[src/rtl/poly_mul_modq.sv]
// Streaming polynomial multiplier: z = p*u mod (x^N +/- 1), coefficients reduced mod Q.
// Joint p/u beat handshake, N-cycle compute phase, then back-pressured result stream.
module poly_mul_modq #(
    parameter int unsigned N  = 8,
    parameter int unsigned QW = 8,
    parameter int unsigned UW = 2,
    parameter int unsigned Q  = 251
) (
    input  logic          clk,
    input  logic          s_rst_n,
    input  logic [QW-1:0] p_data,
    input  logic          p_vld,
    input  logic          p_last,
    output logic          p_rdy,
    input  logic [UW-1:0] u_data,
    input  logic          u_vld,
    input  logic          u_last,
    output logic          u_rdy,
    input  logic          mode_neg,
    output logic [QW-1:0] z_data,
    output logic          z_vld,
    output logic          z_last,
    input  logic          z_rdy,
    output logic          err
);
    localparam int unsigned CW = $clog2(N);
    localparam int unsigned PW = QW + UW;
    localparam logic [CW-1:0] LastIdx = CW'(N - 1);
    localparam logic [CW-1:0] One     = CW'(1);
    localparam logic [QW-1:0] QData   = QW'(Q);
    localparam logic [QW:0]   QExt    = (QW + 1)'(Q);
    localparam logic [PW-1:0] QProd   = PW'(Q);

    typedef enum logic [1:0] {StLoad = 2'd0, StCalc = 2'd1, StOut = 2'd2} state_e;

    state_e        state_q, state_d;
    logic [CW-1:0] cnt_q, cnt_d, cnt_inc;
    logic [QW-1:0] p_q [N];
    logic [QW-1:0] p_d [N];
    logic [UW-1:0] u_q [N];
    logic [UW-1:0] u_d [N];
    logic [QW-1:0] acc_q [N];
    logic [QW-1:0] acc_d [N];
    logic          mode_q, mode_d;
    logic          rdy_q, rdy_d;
    logic          err_q, err_d;
    logic [QW-1:0] z_data_q, z_data_d;
    logic          z_vld_q, z_vld_d;
    logic          z_last_q, z_last_d;

    logic [PW-1:0] prod [N];
    logic [QW-1:0] pm [N];
    logic [QW:0]   sum [N];
    logic [QW-1:0] add_res [N];
    logic [QW-1:0] sub_res [N];
    logic          neg [N];
    logic          beat, bad;

    assign cnt_inc = cnt_q + One;
    assign beat    = (state_q == StLoad) && rdy_q && p_vld && u_vld;
    assign bad     = (p_last != u_last) || (p_data >= QData) ||
                     ((cnt_q != LastIdx) && (p_last || u_last)) ||
                     ((cnt_q == LastIdx) && !(p_last && u_last));

    // Accumulator k receives p[i]*u[(k-i) mod N]; the term wrapped past x^N iff i > k.
    always_comb begin
        for (int k = 0; k < N; k++) begin
            prod[k]    = PW'(p_q[cnt_q]) * PW'(u_q[CW'(k) - cnt_q]);
            pm[k]      = QW'(prod[k] % QProd);
            sum[k]     = {1'b0, acc_q[k]} + {1'b0, pm[k]};
            add_res[k] = (sum[k] >= QExt) ? QW'(sum[k] - QExt) : QW'(sum[k]);
            sub_res[k] = (acc_q[k] >= pm[k]) ? (acc_q[k] - pm[k])
                                             : QW'({1'b0, acc_q[k]} + QExt - {1'b0, pm[k]});
            neg[k]     = mode_q && (cnt_q > CW'(k));
        end
    end

    always_comb begin
        state_d  = state_q;
        cnt_d    = cnt_q;
        p_d      = p_q;
        u_d      = u_q;
        acc_d    = acc_q;
        mode_d   = mode_q;
        rdy_d    = rdy_q;
        err_d    = 1'b0;
        z_data_d = z_data_q;
        z_vld_d  = z_vld_q;
        z_last_d = z_last_q;
        case (state_q)
            StLoad: begin
                rdy_d = 1'b1;
                if (beat) begin
                    if (bad) begin
                        err_d = 1'b1;
                        cnt_d = '0;
                    end else begin
                        p_d[cnt_q] = p_data;
                        u_d[cnt_q] = u_data;
                        if (cnt_q == '0) mode_d = mode_neg;
                        if (cnt_q == LastIdx) begin
                            state_d = StCalc;
                            cnt_d   = '0;
                            rdy_d   = 1'b0;
                        end else begin
                            cnt_d = cnt_inc;
                        end
                    end
                end
            end
            StCalc: begin
                for (int k = 0; k < N; k++) acc_d[k] = neg[k] ? sub_res[k] : add_res[k];
                if (cnt_q == LastIdx) begin
                    state_d = StOut;
                    cnt_d   = '0;
                end else begin
                    cnt_d = cnt_inc;
                end
            end
            StOut: begin
                if (!z_vld_q) begin
                    z_vld_d  = 1'b1;
                    z_data_d = acc_q[cnt_q];
                    z_last_d = (cnt_q == LastIdx);
                end else if (z_rdy) begin
                    if (z_last_q) begin
                        z_vld_d  = 1'b0;
                        z_last_d = 1'b0;
                        z_data_d = '0;
                        acc_d    = '{default: '0};
                        cnt_d    = '0;
                        rdy_d    = 1'b1;
                        state_d  = StLoad;
                    end else begin
                        cnt_d    = cnt_inc;
                        z_data_d = acc_q[cnt_inc];
                        z_last_d = (cnt_inc == LastIdx);
                    end
                end
            end
            default: begin
                state_d  = StLoad;
                cnt_d    = '0;
                acc_d    = '{default: '0};
                rdy_d    = 1'b0;
                z_data_d = '0;
                z_vld_d  = 1'b0;
                z_last_d = 1'b0;
            end
        endcase
    end

    always_ff @(posedge clk) begin
        if (!s_rst_n) begin
            state_q  <= StLoad;
            cnt_q    <= '0;
            p_q      <= '{default: '0};
            u_q      <= '{default: '0};
            acc_q    <= '{default: '0};
            mode_q   <= 1'b0;
            rdy_q    <= 1'b0;
            err_q    <= 1'b0;
            z_data_q <= '0;
            z_vld_q  <= 1'b0;
            z_last_q <= 1'b0;
        end else begin
            state_q  <= state_d;
            cnt_q    <= cnt_d;
            p_q      <= p_d;
            u_q      <= u_d;
            acc_q    <= acc_d;
            mode_q   <= mode_d;
            rdy_q    <= rdy_d;
            err_q    <= err_d;
            z_data_q <= z_data_d;
            z_vld_q  <= z_vld_d;
            z_last_q <= z_last_d;
        end
    end

    assign p_rdy  = rdy_q;
    assign u_rdy  = rdy_q;
    assign err    = err_q;
    assign z_data = z_data_q;
    assign z_vld  = z_vld_q;
    assign z_last = z_last_q;
endmodule

[config.mk]
export PLATFORM = sky130hd
export DESIGN_NAME = poly_mul_modq
export DESIGN_NICKNAME = d
export VERILOG_FILES = /design/src/rtl/poly_mul_modq.sv
export SDC_FILE = /design/constraint.sdc
export NUM_CORES = 1
export LEC_CHECK = 0
export ABC_AREA = 1
export CAP_MARGIN = 20
export CORE_MARGIN = 4
export CORE_UTILIZATION = 65
export CTS_BUF_LIST = sky130_fd_sc_hd__clkbuf_8
export DETAILED_ROUTE_END_ITERATION = 10
export GPL_ROUTABILITY_DRIVEN = 0
export HOLD_SLACK_MARGIN = 0.03
export PLACE_DENSITY = 0.87
export SYNTH_ARGS = -nofsm -noshare
export SYNTH_HDL_FRONTEND = slang
export SYNTH_SLANG_ARGS = --single-unit
[constraint.sdc]
create_clock -name clk -period 13.23 [get_ports clk]
set_input_delay 1.9845 -clock clk [delete_from_list [all_inputs] [get_ports clk]]
set_output_delay 1.9845 -clock clk [all_outputs]
set_load 0.005 [all_outputs]
; Yosys cells after proc, flatten, opt, wreduce, memory -nomap -nowiden
; Cells that the tools add are included.
[word_totals]
reg_bits = 162
inputBits = 18
out_inout_bits = 13
wordCells = 294
[op_classes]
add_sub_neg = 49
mul = 8
n_div = 8
order_cmp = 36
n_eq_ne = 14
mux = 102
bitwise = 14
n_reduce_logical = 31
[ops]
columns = operator, count
row1 = $mux W8, 34
row2 = $mux W64, 3
row3 = $pmux W64 S3, 1
row4 = $sub A8 B8 Y8, 16
row5 = $mod A10 B8 Y10 const B, 8
row6 = $mul A8 B2 Y10, 8
row7 = $add A8 B8 Y9, 8
row8 = $bmux W8 S3, 3
row9 = $ge A9 B8 Y1 const B, 8
row10 = $add A8 B8 Y8 const B, 8
row11 = $bwmux W64, 1
row12 = $ge A8 B8 Y1, 8
row13 = $sub A8 B8 Y8 const B, 8
row14 = $bmux W2 S3, 8
row15 = $mux W2, 24
row16 = $ge A4 B4 Y1 const B, 10
row17 = $not A3 Y4, 10
row18 = $demux W8 S3, 1
row19 = $mux W3, 6
row20 = $bwmux W16, 1
row21 = $pmux W8 S2, 1
row22 = $logic_and A1 B1 Y1, 15
row23 = $mux W1, 13
row24 = $gt A3 B3 Y1 const B, 4
row25 = other kinds (30), 55

; Longest topological paths before layout
; Gate-level depths: netlist of the first run.
[depth]
depth_word = 12
mapped_depth = 61
ltp_nobuf = 56

; Worst setup path before layout of the first run
; OpenSTA, ideal clock, no wires.
[synth_timing]
path_kind = flip-flop to flip-flop
startpoint = register cnt_q[0]
endpoint = register acc_q[58] in the netlist's numbering
setup_ps = 132
t_arrival_ps = 7293
t_required_ps = 13098
setup_slack_ps = 5804
stages_incl_launch_ff = 55
cell_sequence = dfxtp_1 -> buf_6 -> inv_4 -> buf_8 -> buf_6 -> clkbuf_1 -> buf_1 -> ha_1 -> buf_2 -> nand3_1 -> nand3_1 -> o21ai_1 -> inv_1 -> nor2_1 -> ha_1 -> inv_1 -> fa_1 -> inv_1 -> (+19 left out) -> nand2_1 -> ha_1 -> inv_1 -> fa_1 -> o21ai_0 -> nand3_1 -> nand2_1 -> xor2_1 -> nand2_1 -> nor2_1 -> o211ai_1 -> nand2_1 -> clkbuf_1 -> nand2_1 -> o21ai_0 -> nand2_1 -> nand2_1 -> a21oi_1
[synth_via]
elab_chain_len = 12
word_cells_on_any_way = 23
[synth_rtl]
columns = item, line_no
row1 = start: declaration, 37  ; logic [CW-1:0] cnt_q, cnt_d, cnt_inc;
row2 = start signal: assignment, 168  ; cnt_q <= cnt_d;
row3 = $sub A1 B3 Y3, 68  ; prod[k] = PW'(p_q[cnt_q]) * PW'(u_q[CW'(k) - cnt_q]);
row4 = $not A3 Y4 (not written as such), 68
row5 = $bmux W2 S3, 68
row6 = $mux W2 (not written as such) (2 in series), 68
row7 = $mul A8 B2 Y10, 68
row8 = $mod A10 B8 Y10, 69  ; pm[k] = QW'(prod[k] % QProd);
row9 = $add A8 B8 Y9, 70  ; sum[k] = {1'b0, acc_q[k]} + {1'b0, pm[k]};
row10 = $sub A8 B8 Y8 or $ge A9 B8 Y1 (tied branches), 71  ; add_res[k] = (sum[k] >= QExt) ? QW'(sum[k] - QExt) : QW'(sum[k]);
row11 = $mux W8, 71
row12 = $mux W8 (*), 112  ; for (int k = 0; k < N; k++) acc_d[k] = neg[k] ? sub_res[k] : add_res[k];
row13 = $pmux W64 S3 (*), 90  ; case (state_q)
row14 = end signal: assignment, 159  ; acc_q <= '{default: '0};
row15 = end signal: assignment, 171  ; acc_q <= acc_d;
row16 = end: declaration, 42  ; logic [QW-1:0] acc_q [N];
; Mark *: on every way between the ends. The rest lies on a longest branch, timed or not. The select of a mux whose other input is x is not followed.
; A chain may end at the register's enable or synchronous reset.

; Final worst setup path of the first run
[layout_timing]
startpoint = register cnt_q[0]
endpoint = register acc_q[56] in the netlist's numbering
; The elaborated chain is that of the path after synthesis.

==> results of run 1 <==
state kept, by name, summed over array words and instances (netlist names):
signal / count
p_q: 64
z_vld: 1
acc_q: 64
z_last: 1
z_data: 8
err: 1
mode_q: 1
cnt_q: 3
u_q: 16
p_rdy: 1
state_q: 2
worst min-delay path, stage by stage (launching register included):
cell	delay (ps)
dfxtp_1	310
inv_1	60
a21oi_1	60
area by class of cell:
type	instances	area, um2	area share
multi-input cells	3557	20200	0.737
clock inverters	14	143	0.00520
clock buffers	17	234	0.00853
repair buffers	50	449	0.0164
flip-flops and latches	162	3250	0.118
inverters	662	2490	0.0907
well taps	525	657	0.0240
placed cells by master, fill, tap and decap left out, drive strengths merged, types with 12 or more instances in the layout:
master,synthesis,layout
buf,35,21
dfxtp,162,162
ha,305,305
clkbuf,90,17
o22ai,14,14
nor2,513,513
a31oi,19,19
nor3,21,21
or2,32,32
clkdlybuf4s50,0,29
fa,30,30
nand3b,37,37
o21ai,338,338
nand3,417,417
nand4,65,65
o211ai,22,22
xor2,121,121
xnor2,55,55
clkinv,10,12
inv,652,663
a21oi,323,323
nand2,1175,1175
logic make-up (layout without fill, tap and decap cells):
family,count (synthesis),after routing
compound gates,772,772
xor+xnor,176,176
fa+ha+maj,335,335
buf+inv,787,743
flops,162,162
mux,1,1
simple gates,2273,2273
path summary, 6_finish.rpt:
kind                                            start                      to  slack (ps)  cells after the start
worst max-delay path            cnt_q[0]$_SDFFE_PN0P_  acc_q[56]$_SDFFE_PN0P_        4150                     47
worst min-delay path             p_q[32]$_SDFFE_PN0P_    p_q[32]$_SDFFE_PN0P_         460                      2
worst max register to register  cnt_q[0]$_SDFFE_PN0P_  acc_q[56]$_SDFFE_PN0P_        4150                     47
worst min register to register   p_q[32]$_SDFFE_PN0P_    p_q[32]$_SDFFE_PN0P_         460                      2
through the flow:
stage                      util  setup WS, ps  instances
after global placement    0.676          4730       4955
after global routing      0.685          3170       4987
after floorplan               -          5800       4506
after CTS                 0.685          4390       4987
after detailed placement  0.676          4430       4956
final                     0.685          4150       4987
routing by layer:
| layer | up-vias | track usage | share of wire |
|---|---|---|---|
| met5 | - | 0 | 0 |
| met4 | 0 | 0.152 | 0.045 |
| met3 | 221 | 0.0771 | 0.11 |
| met2 | 1330 | 0.535 | 0.42 |
| met1 | 12900 | 0.458 | 0.43 |
| li1 | 14500 | - | - |
where the power goes:
part	switching [uW]	internal, uW
Clock	251	139
Sequential	1.28	488
Combinational	38.0	15.0
Total	290	642
==> metrics.txt, run 1 <==
# TYPE chip_impl_metric gauge
chip_impl_info{name="status",value="complete, no violations"} 1
chip_impl_metric{name="grt_max_degree",unit=""} 86
chip_impl_metric{name="synth_simple_gate_area_frac",unit=""} 0.375
chip_impl_metric{name="post_synthesis_instance_total",unit=""} 4506
chip_impl_metric{name="floorplan.die.height",unit="um"} 210
chip_impl_info{name="critical_path.slowest_cell",value="ha_1"} 1
chip_impl_metric{name="cap_viol_max_count",unit=""} 0
chip_impl_metric{name="yosys.area_share.adder",unit=""} 0.166
chip_impl_info{name="min_path_type",value="register to register"} 1
chip_impl_metric{name="power",unit="uW"} 933
chip_impl_metric{name="setup_total_negative_slack",unit="ps"} 0
chip_impl_metric{name="syn-mean-instance-area",unit="um2"} 5.89
chip_impl_info{name="synth_area_leaders",value="nand2_1 16%, ha_1 14%, dfxtp_1 12%"} 1
chip_impl_metric{name="cts.sinks",unit=""} 162
chip_impl_metric{name="net_count_of_the_mapped_netlist",unit=""} 4859
chip_impl_metric{name="post_cts_hold_buffer_count",unit=""} 0
chip_impl_metric{name="core_area",unit="um2"} 40000
chip_impl_metric{name="static_leak",unit="uW"} 0.0141
chip_impl_metric{name="final_area",unit="um2"} 27400
chip_impl_metric{name="grt_pass1_vias",unit=""} 26000
chip_impl_info{name="crit_path_frequent_cell",value="nand2_1"} 1
chip_impl_metric{name="crit_required",unit="ps"} 13650
chip_impl_info{name="synth_top_family_by_area",value="simple AND/OR/NAND/NOR gates"} 1
chip_impl_metric{name="cts_max_level",unit=""} 4
chip_impl_metric{name="cts_post_setup_buffers_inserted",unit=""} 0
chip_impl_metric{name="drcViolationCount",unit=""} 0
chip_impl_metric{name="detail_route.first_pass.iterations",unit=""} 7
chip_impl_metric{name="place.port_buffers",unit=""} 30
chip_impl_info{name="synthMostInstantiatedCell",value="nand2_1"} 1
chip_impl_metric{name="layout_min_cycle_time",unit="ps"} 9080
chip_impl_metric{name="routed-via-count",unit=""} 28900
chip_impl_metric{name="ratio_of_cells_with_drive_above_1_in_the_final_layout",unit=""} 0.0576
chip_impl_info{name="worstSetupStartpointType",value="register"} 1
chip_impl_metric{name="cts.repair.resized",unit=""} 0
chip_impl_info{name="clk_root_buffer_cell",value="clkbuf_8"} 1
chip_impl_metric{name="post_synth_edffs",unit=""} 0
chip_impl_info{name="synth_area_leader_cell",value="nand2_1"} 1
chip_impl_metric{name="grt_antenna_before_repair",unit=""} 0
chip_impl_metric{name="syn-cell-area",unit="um2"} 26500
chip_impl_metric{name="setup_violation_total_in_the_final_timing_report",unit=""} 0
chip_impl_metric{name="synthToLayoutAreaGrowth",unit="%"} 3.34
chip_impl_metric{name="cts_inserted_buffers",unit=""} 17
chip_impl_metric{name="synth-compound-area-share",unit=""} 0.160
chip_impl_info{name="cpLargestDelayFamily",value="simple AND/OR/NAND/NOR gates"} 1
chip_impl_metric{name="max_slew.worst_pin.slew",unit="ps"} 1180
chip_impl_metric{name="cp_num_buf_inv",unit=""} 8
chip_impl_metric{name="num-nets-final",unit=""} 4803
chip_impl_metric{name="dp_hpwl",unit="um"} 60100
chip_impl_metric{name="finalCritPeriodShare",unit=""} 0.686
chip_impl_metric{name="detailedRoute.firstIterationViolations",unit=""} 2857
chip_impl_metric{name="critPathMaxFanout",unit=""} 50
chip_impl_metric{name="timing_max_transition_violations_final",unit=""} 0
chip_impl_metric{name="vias_per_cell",unit=""} 5.80
chip_impl_metric{name="path_clk_slew",unit="ps"} 110
chip_impl_info{name="grt_setup_unrepaired",value="no"} 1
chip_impl_metric{name="post_synth_mux_area_share",unit=""} 0.000377
chip_impl_info{name="yosys_most_used_dff",value="dfxtp_1"} 1
chip_impl_metric{name="floorplan.rows",unit=""} 73
chip_impl_metric{name="finalClockSkew",unit="ps"} 30.0
chip_impl_metric{name="wire_per_inst",unit="um"} 15.6
chip_impl_metric{name="ir_worst_vdd",unit="mV"} 0.0758
chip_impl_metric{name="grtUsageTotal",unit=""} 0.343
chip_impl_metric{name="grt_remaining_overflow",unit=""} 0
chip_impl_metric{name="power_density",unit="nW/um2"} 34.0
chip_impl_metric{name="synth_sequential_area_ratio",unit=""} 0.122
chip_impl_metric{name="yosys_register_bits",unit=""} 162
chip_impl_info{name="timing_worst_setup_path_type",value="register to register"} 1
chip_impl_metric{name="placed_cell_area",unit="um2"} 27000
chip_impl_metric{name="die-area",unit="um2"} 44100
chip_impl_metric{name="final_antenna_violating_net_count",unit=""} 0
chip_impl_metric{name="start_util",unit=""} 0.663
chip_impl_metric{name="synth_cell_types",unit=""} 61
chip_impl_metric{name="wirelength",unit="um"} 78000
chip_impl_metric{name="crit_arrival",unit="ps"} 9500
chip_impl_info{name="synth.top_cells.by_count",value="1098 x nand2_1, 611 x inv_1, 495 x nor2_1, 403 x nand3_1, 320 x a21oi_1"} 1
chip_impl_metric{name="grt_first_pass_wirelength",unit="um"} 127000
chip_impl_info{name="critPathCaptureType",value="register"} 1
chip_impl_metric{name="fmax",unit="MHz"} 110
chip_impl_metric{name="maxSlewHeadroom",unit=""} 0.203
chip_impl_metric{name="design.portCount",unit=""} 31
chip_impl_metric{name="postSynth.asyncResetShare",unit=""} 0
chip_impl_metric{name="die_w",unit="um"} 210
chip_impl_metric{name="slowest_delay",unit="ps"} 990
chip_impl_metric{name="hold_viol",unit=""} 0
chip_impl_metric{name="num-fill-cells",unit=""} 3700
chip_impl_metric{name="post-synth-top-area-fraction",unit=""} 0.155
chip_impl_metric{name="insertion_delay",unit="ps"} 580
chip_impl_metric{name="clockBufferDepth",unit=""} 2
chip_impl_metric{name="ys.warnings.count",unit=""} 0
chip_impl_metric{name="insertedDiodeCount",unit=""} 0
chip_impl_metric{name="hold-worst-slack",unit="ps"} 462
chip_impl_info{name="cts_tree",value="done"} 1
chip_impl_metric{name="synthXorXnorAreaFrac",unit=""} 0.0589
Note: power is estimated with default switching activity, not from simulation.
==> run 2, diff against run 1 <==
--- a/config.mk
+++ b/config.mk
@@ -8,12 +8,12 @@
 export ABC_AREA = 1
 export CAP_MARGIN = 20
 export CORE_MARGIN = 4
-export CORE_UTILIZATION = 65
+export CORE_UTILIZATION = 61
 export CTS_BUF_LIST = sky130_fd_sc_hd__clkbuf_8
 export DETAILED_ROUTE_END_ITERATION = 10
 export GPL_ROUTABILITY_DRIVEN = 0
 export HOLD_SLACK_MARGIN = 0.03
-export PLACE_DENSITY = 0.87
+export PLACE_DENSITY = 0.86
 export SYNTH_ARGS = -nofsm -noshare
 export SYNTH_HDL_FRONTEND = slang
 export SYNTH_SLANG_ARGS = --single-unit
==> constraint.sdc (replaced) <==
create_clock -name clk -period 7.7 [get_ports clk]
set_input_delay 1.155 -clock clk [delete_from_list [all_inputs] [get_ports clk]]
set_output_delay 1.155 -clock clk [all_outputs]
set_load 0.005 [all_outputs]
==> metrics.txt, run 2 (same netlist as run 1, synthesis figures left out) <==
# TYPE chip_impl_metric gauge
chip_impl_metric{name="die-area",unit="um2"} 46900
chip_impl_metric{name="finalCritPeriodShare",unit=""} 0.942
chip_impl_info{name="critical_path.slowest_cell",value="dfxtp_4"} 1
chip_impl_metric{name="clockBufferDepth",unit=""} 2
chip_impl_metric{name="final_area",unit="um2"} 28300
chip_impl_metric{name="cts_max_level",unit=""} 4
chip_impl_metric{name="placed_cell_area",unit="um2"} 27300
chip_impl_metric{name="worstHoldPathCells",unit=""} 2
chip_impl_metric{name="ir_worst_vdd",unit="mV"} 0.136
chip_impl_info{name="critPathCaptureType",value="register"} 1
chip_impl_metric{name="design.portCount",unit=""} 31
chip_impl_metric{name="vias_per_cell",unit=""} 5.77
chip_impl_metric{name="placed_cells_incl_taps",unit=""} 5037
chip_impl_metric{name="cap_viol_max_count",unit=""} 0
chip_impl_metric{name="crit_required",unit="ps"} 8120
chip_impl_metric{name="place.port_buffers",unit=""} 30
chip_impl_metric{name="synthToLayoutAreaGrowth",unit="%"} 6.74
chip_impl_metric{name="drcViolationCount",unit=""} 0
chip_impl_metric{name="grtUsageTotal",unit=""} 0.326
chip_impl_metric{name="post_cts_hold_buffer_count",unit=""} 0
chip_impl_metric{name="detail_route.first_pass.iterations",unit=""} 6
chip_impl_metric{name="power_density",unit="nW/um2"} 58.1
chip_impl_metric{name="cts.sinks",unit=""} 162
chip_impl_metric{name="grt_antenna_before_repair",unit=""} 0
chip_impl_metric{name="detailedRoute.firstIterationViolations",unit=""} 3258
chip_impl_metric{name="static_leak",unit="uW"} 0.0144
chip_impl_metric{name="p_switching",unit="uW"} 522
chip_impl_metric{name="p_comb_frac",unit=""} 0.058
chip_impl_metric{name="p_clk_frac",unit=""} 0.432
chip_impl_info{name="status",value="complete, no violations"} 1
chip_impl_metric{name="floorplan.die.height",unit="um"} 217
chip_impl_metric{name="internal_power",unit="uW"} 1130
chip_impl_metric{name="ratio_of_cells_with_drive_above_1_in_the_final_layout",unit=""} 0.0850
chip_impl_metric{name="insertion_delay",unit="ps"} 580
chip_impl_metric{name="crit_arrival",unit="ps"} 7670
chip_impl_metric{name="setup_violation_total_in_the_final_timing_report",unit=""} 0
chip_impl_info{name="timing_worst_setup_path_type",value="register to register"} 1
chip_impl_metric{name="max_slew.worst_pin.slew",unit="ps"} 1030
chip_impl_metric{name="timing_max_transition_violations_final",unit=""} 0
chip_impl_metric{name="finish.utilization",unit=""} 0.658
chip_impl_metric{name="num-nets-final",unit=""} 4847
chip_impl_metric{name="sw_frac_of_total",unit=""} 0.317
chip_impl_metric{name="minimum_setup_slack_after_placement",unit="ps"} 127
chip_impl_metric{name="grt_max_degree",unit=""} 86
chip_impl_metric{name="hold_viol",unit=""} 0
chip_impl_metric{name="cts_inserted_buffers",unit=""} 17
chip_impl_info{name="layout_common_cells",value="1080 x nand2_1, 603 x inv_1, 482 x nor2_1"} 1
chip_impl_metric{name="die_w",unit="um"} 217
chip_impl_metric{name="grt_remaining_overflow",unit=""} 0
chip_impl_metric{name="start_util",unit=""} 0.616
chip_impl_metric{name="hold-worst-slack",unit="ps"} 462
chip_impl_info{name="clk_root_buffer_cell",value="clkbuf_8"} 1
chip_impl_info{name="cts_tree",value="done"} 1
chip_impl_metric{name="insertedDiodeCount",unit=""} 0
chip_impl_metric{name="core_area",unit="um2"} 43100
chip_impl_metric{name="worst_slack",unit="ps"} 447
chip_impl_metric{name="critPathMaxFanout",unit=""} 55
chip_impl_info{name="largestRegisters",value="acc_q x64, p_q x64, u_q x16"} 1
chip_impl_metric{name="layout_min_cycle_time",unit="ps"} 7250
chip_impl_metric{name="maxSlewHeadroom",unit=""} 0.314
chip_impl_metric{name="final_antenna_violating_net_count",unit=""} 0
chip_impl_metric{name="slowest_delay",unit="ps"} 390
chip_impl_metric{name="finalClockSkew",unit="ps"} 18.1
chip_impl_info{name="final_common_cell",value="nand2_1"} 1
chip_impl_info{name="min_path_type",value="register to register"} 1
chip_impl_metric{name="grt_pass1_vias",unit=""} 26200
chip_impl_metric{name="fmax",unit="MHz"} 138
chip_impl_metric{name="instances_no_fill",unit=""} 5092
chip_impl_metric{name="floorplan.rows",unit=""} 76
chip_impl_metric{name="p_seq_frac",unit=""} 0.510
chip_impl_metric{name="routed-via-count",unit=""} 29400
chip_impl_info{name="worstSetupStartpointType",value="register"} 1
chip_impl_metric{name="path_clk_slew",unit="ps"} 110
chip_impl_metric{name="ff2ff_path_depth",unit=""} 53
chip_impl_metric{name="num-fill-cells",unit=""} 3961
chip_impl_metric{name="dp_hpwl",unit="um"} 60900
chip_impl_metric{name="wire_per_inst",unit="um"} 15.6
chip_impl_metric{name="wirelength",unit="um"} 79400
chip_impl_metric{name="grt_first_pass_wirelength",unit="um"} 129000
[run 2: worst paths after layout]
path,startpoint,slack [ps],to
max,cnt_q[0]$_SDFFE_PN0P_,450,acc_q[8]$_SDFFE_PN0P_
min,p_q[23]$_SDFFE_PN0P_,460,p_q[23]$_SDFFE_PN0P_
max reg2reg,cnt_q[0]$_SDFFE_PN0P_,450,acc_q[8]$_SDFFE_PN0P_
min reg2reg,p_q[23]$_SDFFE_PN0P_,460,p_q[23]$_SDFFE_PN0P_
[run 2: through the flow]
| step | TNS [ps] | power (uW) |
|---|---|---|
| 6_report | 0 | 1650 |
| 4_1_cts | 0 | 1650 |
| 5_1_grt | -1050 | 1680 |
| 3_3_place_gp | 0 | 949 |
| 2_1_floorplan | 0 | 914 |
| 3_5_place_dp | 0 | 950 |
[run 2: timing repair]
item	4_1_cts	5_1_grt
pin swaps	0	11
gates resized for setup	1	117
setup buffers	0	20
endpoints found under the hold margin	0	0
setup endpoints to repair	1	64
gates cloned	0	2
[run 2: cell type report]
cell class	instances	area, um2	area share
flip-flops and latches	162	3250	0.115
inverters	662	2490	0.0880
repair buffers	92	830	0.0293
well taps	585	732	0.0258
clock buffers	18	248	0.00875
clock inverters	14	183	0.00645
multi-input cells	3559	20600	0.727
[run 2: worst max-delay path: cells and delay by family (launching register included)]
family	cells	cell delay [ps]
AOI/OAI and AO/OA	4	460
adders and majority gates	7	1870
buffers and inverters	13	1200
DFF	1	390
and+or+nand+nor	29	3160
[run 2: power groups by stage]
stage / sequential (uW) / clock (uW) / combinational [uW]
2_1_floorplan: 859 / 0 / 55.7
3_3_place_gp: 859 / 0 / 90.2
3_5_place_dp: 859 / 0 / 91.3
4_1_cts: 839 / 716 / 91.7
5_1_grt: 840 / 740 / 103
6_report: 840 / 711 / 96.0
[run 2: metal layers]
layer	GRT usage	vias to the layer above	part of all wire
met5	0	-	0
met4	0.141	0	0.046
met3	0.0583	250	0.10
met2	0.508	1427	0.42
met1	0.444	13100	0.43
li1	-	14600	-
